[src/rtl/sram_bank_ctrl.sv]
// Bank-decoding controller between the core's data (A) and fetch (B) ports and an array of dual-port SRAM macros.
// Macro buses are driven combinationally in the request cycle; responses return READ_LAT+1 cycles after grant.
module sram_bank_ctrl #(
  parameter int unsigned NUM_BANKS   = 2,
  parameter int unsigned DATA_W      = 32,
  parameter int unsigned BANK_ADDR_W = 9,
  parameter int unsigned WMASK_W     = 4,
  parameter int unsigned READ_LAT    = 1,
  parameter int unsigned SEL_W       = (NUM_BANKS > 1) ? $clog2(NUM_BANKS) : 1
) (
  input  logic                             clk_i,
  input  logic                             rst_ni,
  input  logic                             a_req_i,
  output logic                             a_gnt_o,
  input  logic                             a_we_i,
  input  logic [WMASK_W-1:0]               a_be_i,
  input  logic [SEL_W+BANK_ADDR_W-1:0]     a_addr_i,
  input  logic [DATA_W-1:0]                a_wdata_i,
  output logic                             a_rvalid_o,
  output logic [DATA_W-1:0]                a_rdata_o,
  output logic                             a_err_o,
  input  logic                             b_req_i,
  output logic                             b_gnt_o,
  input  logic [SEL_W+BANK_ADDR_W-1:0]     b_addr_i,
  output logic                             b_rvalid_o,
  output logic [DATA_W-1:0]                b_rdata_o,
  output logic                             b_err_o,
  output logic [NUM_BANKS-1:0]             sram_clk0_o,
  output logic [NUM_BANKS-1:0]             sram_clk1_o,
  output logic [NUM_BANKS-1:0]             sram_csb0_o,
  output logic [NUM_BANKS-1:0]             sram_csb1_o,
  output logic [NUM_BANKS-1:0]             sram_web0_o,
  output logic [NUM_BANKS*WMASK_W-1:0]     sram_wmask0_o,
  output logic [NUM_BANKS*BANK_ADDR_W-1:0] sram_addr0_o,
  output logic [NUM_BANKS*BANK_ADDR_W-1:0] sram_addr1_o,
  output logic [NUM_BANKS*DATA_W-1:0]      sram_din0_o,
  input  logic [NUM_BANKS*DATA_W-1:0]      sram_dout0_i,
  input  logic [NUM_BANKS*DATA_W-1:0]      sram_dout1_i
);

  localparam int unsigned AW = SEL_W + BANK_ADDR_W;
  localparam logic [SEL_W:0] NB = NUM_BANKS[SEL_W:0];

  typedef struct packed {
    logic             valid;
    logic             rd;
    logic             err;
    logic [SEL_W-1:0] bank;
  } rsp_t;

  logic                   a_go, b_go, collide;
  logic [SEL_W-1:0]       a_bank, b_bank;
  logic [BANK_ADDR_W-1:0] a_off, b_off;
  logic                   a_ok, b_ok;
  rsp_t                   a_pipe [READ_LAT];
  rsp_t                   b_pipe [READ_LAT];
  rsp_t                   a_new, b_new, a_tail, b_tail;
  logic [DATA_W-1:0]      a_dout, b_dout;

  assign sram_clk0_o = {NUM_BANKS{clk_i}};
  assign sram_clk1_o = {NUM_BANKS{clk_i}};

  assign a_bank = a_addr_i[AW-1:BANK_ADDR_W];
  assign b_bank = b_addr_i[AW-1:BANK_ADDR_W];
  assign a_off  = a_addr_i[BANK_ADDR_W-1:0];
  assign b_off  = b_addr_i[BANK_ADDR_W-1:0];
  assign a_ok   = ({1'b0, a_bank} < NB);
  assign b_ok   = ({1'b0, b_bank} < NB);

  // Grants are gated by rst_ni so every output sits at its reset value while reset is held.
  assign a_go    = rst_ni & a_req_i;
  assign collide = a_go & a_we_i & b_req_i & (a_addr_i == b_addr_i);
  assign b_go    = rst_ni & b_req_i & ~collide;
  assign a_gnt_o = a_go;
  assign b_gnt_o = b_go;

  always_comb begin
    sram_csb0_o   = '1;
    sram_web0_o   = '1;
    sram_csb1_o   = '1;
    sram_wmask0_o = '0;
    sram_addr0_o  = '0;
    sram_addr1_o  = '0;
    sram_din0_o   = '0;
    for (int unsigned b = 0; b < NUM_BANKS; b++) begin
      if (a_go && a_ok && (a_bank == SEL_W'(b))) begin
        sram_csb0_o[b] = 1'b0;
        sram_web0_o[b] = ~a_we_i;
        sram_addr0_o[b*BANK_ADDR_W +: BANK_ADDR_W] = a_off;
        if (a_we_i) begin
          sram_wmask0_o[b*WMASK_W +: WMASK_W] = a_be_i;
          sram_din0_o[b*DATA_W +: DATA_W]     = a_wdata_i;
        end
      end
      if (b_go && b_ok && (b_bank == SEL_W'(b))) begin
        sram_csb1_o[b] = 1'b0;
        sram_addr1_o[b*BANK_ADDR_W +: BANK_ADDR_W] = b_off;
      end
    end
  end

  assign a_new  = '{valid: a_go, rd: ~a_we_i, err: ~a_ok, bank: a_bank};
  assign b_new  = '{valid: b_go, rd: 1'b1,    err: ~b_ok, bank: b_bank};
  assign a_tail = a_pipe[READ_LAT-1];
  assign b_tail = b_pipe[READ_LAT-1];

  always_ff @(posedge clk_i or negedge rst_ni) begin
    if (!rst_ni) begin
      for (int unsigned i = 0; i < READ_LAT; i++) begin
        a_pipe[i] <= '0;
        b_pipe[i] <= '0;
      end
    end else begin
      a_pipe[0] <= a_new;
      b_pipe[0] <= b_new;
      for (int unsigned i = 1; i < READ_LAT; i++) begin
        a_pipe[i] <= a_pipe[i-1];
        b_pipe[i] <= b_pipe[i-1];
      end
    end
  end

  // The tail stage lines up with the cycle the recorded bank presents dout.
  always_comb begin
    a_dout = '0;
    b_dout = '0;
    for (int unsigned b = 0; b < NUM_BANKS; b++) begin
      if (a_tail.bank == SEL_W'(b)) a_dout = sram_dout0_i[b*DATA_W +: DATA_W];
      if (b_tail.bank == SEL_W'(b)) b_dout = sram_dout1_i[b*DATA_W +: DATA_W];
    end
  end

  always_ff @(posedge clk_i or negedge rst_ni) begin
    if (!rst_ni) begin
      a_rvalid_o <= 1'b0;
      a_err_o    <= 1'b0;
      a_rdata_o  <= '0;
      b_rvalid_o <= 1'b0;
      b_err_o    <= 1'b0;
      b_rdata_o  <= '0;
    end else begin
      a_rvalid_o <= a_tail.valid;
      a_err_o    <= a_tail.valid & a_tail.err;
      if (a_tail.valid) a_rdata_o <= (a_tail.rd && !a_tail.err) ? a_dout : '0;
      b_rvalid_o <= b_tail.valid;
      b_err_o    <= b_tail.valid & b_tail.err;
      if (b_tail.valid) b_rdata_o <= b_tail.err ? '0 : b_dout;
    end
  end

endmodule

[config.mk]
export PLATFORM = sky130hd
export DESIGN_NAME = sram_bank_ctrl
export DESIGN_NICKNAME = d
export VERILOG_FILES = /design/src/rtl/sram_bank_ctrl.sv
export SDC_FILE = /design/constraint.sdc
export NUM_CORES = 1
export LEC_CHECK = 0
export CORE_AREA = 4 4 143 145
export CTS_CLUSTER_DIAMETER = 200
export DETAILED_ROUTE_END_ITERATION = 6
export DIE_AREA = 0 0 147 149
export PLACE_DENSITY_LB_ADDON = 0.25
export SLEW_MARGIN = 20
export SYNTH_ARGS = -nofsm -noshare
export SYNTH_HDL_FRONTEND = slang
export SYNTH_SLANG_ARGS = --single-unit
[constraint.sdc]
create_clock -name clk_i -period 1.68 [get_ports clk_i]
set_input_delay 0.42 -clock clk_i [delete_from_list [all_inputs] [get_ports clk_i]]
set_output_delay 0.42 -clock clk_i [all_outputs]
set_load 0.02 [all_outputs]
# Yosys cells after proc, flatten, opt, wreduce, memory -nomap -nowiden
# Index checks and enable logic that the tools add are counted.
# totals
word_cells	43
regBits	71
# classes
eq_ne	1
n_bitwise	10
reduce_logical	4
n_mux	19
# ops
op	n
2-to-1 mux 32 bit	6
2-to-1 mux 9 bit	4
2-to-1 mux 4 bit	3
equality test 10 bit	1
bitwise AND 1 bit	6
2-to-1 mux 1 bit	6
logical AND 1 bit	4
inverter 1 bit	4

# Longest topological paths before layout
# Gate-level depths: netlist of run 1.
# depth
ltp_word	8
mapped_depth	5
mapped_depth_nobuf	4

==> impl_results.md, run 1 <==
* Status: finished, violations left
* Failing checks: negative setup slack
* Final setup vio count at 115
* Post-Syn Area at 0.00416 mm²
* Hpwl dp at 15.1 mm
* Worst endpoint required time at 1.26 ns
* Fin crit share at 131%
* Antenna cells at 0
* Worst Setup Start Kind: primary input
* FILL cells at 1706
* Final number of hold-violating endpoints at 0
* Slew of the pin with the lowest slew margin at 0.751 ns
* Part of the power in registers at 28.7%
* Synth Area in XOR/XNOR at 2.11%
* Int Power at 0.00489 W
* Post-place instance area at 0.00865 mm²
* Clk_skew at 0.00728 ns
* Grt ovf at 0
* Min-Delay Path Class: in -> async
* Largest net degree at the start of global routing at 66
* Worst r2r src: b_pipe[0]
* Vias at 4999
* Combinational family with the most area after synthesis: simple AND/OR/NAND/NOR gates
* Slowest CP cell: nor4_4
* R2R setup slack at 0.44 ns
* Post-cts hold buffer count at 0
* Die area at 0.0219 mm²
* Post-Route WL at 21.5 mm
* Flops & latches, synth at 71
* Antenna violations before repair at 0
* Top-area cell type share of the netlist area at 42.8%
* Setup WS post-layout at -0.518 ns
* Synth Flop Type: dfrtp_1
* GPL Wtd Cong at 0.783
* Ys async rst share at 100%
* Die H at 149 µm
* Clock latency on the worst-skew pair at 0.44 ns
* Gate Count Post-Synth at 460
* Number of distinct library cells after synthesis at 23
* Die width at 147 µm
* Net Sw Frac at 30.3%
* Commonest cells after routing, fill and taps aside: clkdlybuf4s50_1 (165), buf_6 (132), and3_4 (72), dfrtp_1 (68), dlygate4sd2_1 (66)
* Iter 0 DRT Violations at 138
* Clock slew at reported path FFs at 0.06 ns
* Initial core utilization at 21.6%
* DR vias/cell at 4.35
* CP max stage delay at 0.30 ns
* Antenna-violating nets left at 0
* Slew margin rel. at 49.9%
* Nets at 1067
* Total power at 0.00702 W
* Max-Cap Viols at 0
* # IOs at 377
* DRC Markers at 0
* PwrDens at 688 mW/mm²
* Sw Pwr at 0.00213 W
* Rows at 51
* Pleak at 4.67 nW
* Worst Path Max Fanout at 8
* Layout overhead on the synthesized area at 145%
* Initial DRT Pass Iterations at 4
* CP Cell Sequence: buf_2, xnor2_1, nand3_2, nor4_4, buf_4, buf_12, buf_12, nor4b_4, buf_4
* Fraction of synthesized area in multiplexers at 15.4%
* Final instance area at 0.0102 mm²
* Final Non-Filler Cells at 1148
* Leading cell type in the layout, fill and taps excluded: clkdlybuf4s50_1
* Max Clk Rate at 455 MHz
* Drt wl/cell at 18.7 µm
* Peak VDD IR at 0.403 mV
* Worst EP arrival at 1.78 ns
* Synth Area in Compound Gates at 8.67%
* Worst setup EP type: output port
* Worst Reg2Reg Path Length in Cells at 3
* Port buffer count at 374
* Fin. max-slew vios at 0
* Synth area leader: dfrtp_1
* Ys Warns at 0
* Sequential fraction of the synthesis area at 42.8%
* Adder-Cell Fraction of Synth Area at 0%
* Setup CP Type: in -> out
* Share of post-route cells with drive strength above 1 at 42.2%
* Setup TNS at -35.17 ns
* First-pass GRT wire length at 32.1 mm
* Synth top area cells: dfrtp_1 (43%), mux2i_1 (15%), and3_1 (11%)
* Simple-gate portion of the synthesized area at 22.2%
* Placed insts at 1083
* Logic pwr share at 30.8%
* Clock network fraction of total power at 40.5%
* CTS tree: yes
* GR Util All Layers at 18.9%
* RSZ-0062 raised after global routing: yes
* Minimum clock period at 2.20 ns
* DP Worst Slack at -1.40 ns
* Vias in the first global route at 5374
* Avg Synthesized Cell Area at 9.03 µm²
* Crit Reg-Reg Endpoint: b_rdata_o[5]
* Number of enable flip-flop cells after synthesis at 0
* Core region area at 0.0192 mm²
## final cells by class
cell class              instances  area (µm²)  area share (%)
flip-flops and latches         71        1780            17.5
repair buffers                450        4790            47.0
clock inverters                 6        92.6           0.908
clock buffers                  18         364            3.57
inverters                      35         131            1.29
multi-input cells             303        2710            26.5
well taps                     265         332            3.25
## timing repair
action,in CTS,in global routing
pin swaps,38,16
endpoints found under the setup margin,187,118
hold endpoints to repair,0,0
gates resized for setup,949,61
gates cloned,15,1
buffers inserted,31,10
## flip-flops by register name, indices dropped and copies added, names as in the netlist
signal and flops:
b_rvalid_o 1, a_rdata_o 32, a_rvalid_o 1, a_pipe 3
b_pipe 2, b_rdata_o 32
## worst max-delay path by stage
stage                      from               to  slack (ns)  cells past startpoint
floorplan                rst_ni   sram_csb1_o[0]       -0.17                      5
global placement    a_addr_i[9]  sram_addr1_o[7]       -1.37                      7
detailed placement  a_addr_i[9]  sram_addr1_o[2]       -1.40                      7
CTS                 b_addr_i[1]  sram_addr1_o[1]       -0.53                      9
global route        a_addr_i[8]  sram_addr1_o[3]       -0.58                      9
finish              a_addr_i[8]  sram_addr1_o[7]       -0.52                      9
## per-stage QoR
stage | util [%] | hold slack [ns]
3_3_place_gp | 45.1 | 0.504
2_1_floorplan | - | 0.124
4_1_cts | 52.7 | 0.208
6_report | 53.1 | 0.215
5_1_grt | 53.1 | 0.242
3_5_place_dp | 45.1 | 0.511
## worst max-delay path: cells and delay by family
family	cells	cell delay [ns]
buffers and inverters	5	0.67
and+or+nand+nor	3	0.48
xor gates and xnor gates	1	0.20
## power groups by stage
stage / sequential [W] / combinational (W) / clock (W)
6_report: 0.00202 / 0.00216 / 0.00284
5_1_grt: 0.00204 / 0.00231 / 0.00301
4_1_cts: 0.00202 / 0.00217 / 0.00289
3_5_place_dp: 0.00206 / 0.00208 / 0.000320
3_3_place_gp: 0.00205 / 0.00208 / 0.000320
2_1_floorplan: 0.00231 / 0.000586 / 0.000278
## synthesized netlist by cell type, drive strengths merged, types with 2 or more instances
cell type / instances
clkbuf: 32
buf: 20
nand4: 2
nand2: 13
nor3: 9
mux2i: 64
o22ai: 32
xnor2: 10
nor4b: 9
dfrtp: 71
and2: 19
inv: 35
nor2: 33
a21oi: 32
and3: 73
## routing by layer
| metal | GRT usage (%) | routed length, µm | up-vias |
|---|---|---|---|
| met5 | 0 | 0 | - |
| met4 | 7.13 | 480 | 0 |
| met1 | 21.2 | 8160 | 2274 |
| met3 | 6.90 | 1970 | 27 |
| li1 | - | - | 2442 |
| met2 | 33.0 | 10900 | 256 |
## kinds of logic (layout without fill, tap and decap cells)
logic type | count (synthesis) | after routing
muxes | 64 | 64
and+or+nand+nor | 163 | 163
xor gates and xnor gates | 10 | 10
other | 1 | 2
DFF | 71 | 71
buffers and inverters | 87 | 509
AOI/OAI and AO/OA | 64 | 64
Note: power is estimated with default switching activity, not from simulation.
==> run 2: changes to the inputs <==
- CTS_CLUSTER_SIZE: not set -> 16
==> results of run 2 <==
Final layout, timing and power as in run 1 (identical DEF).
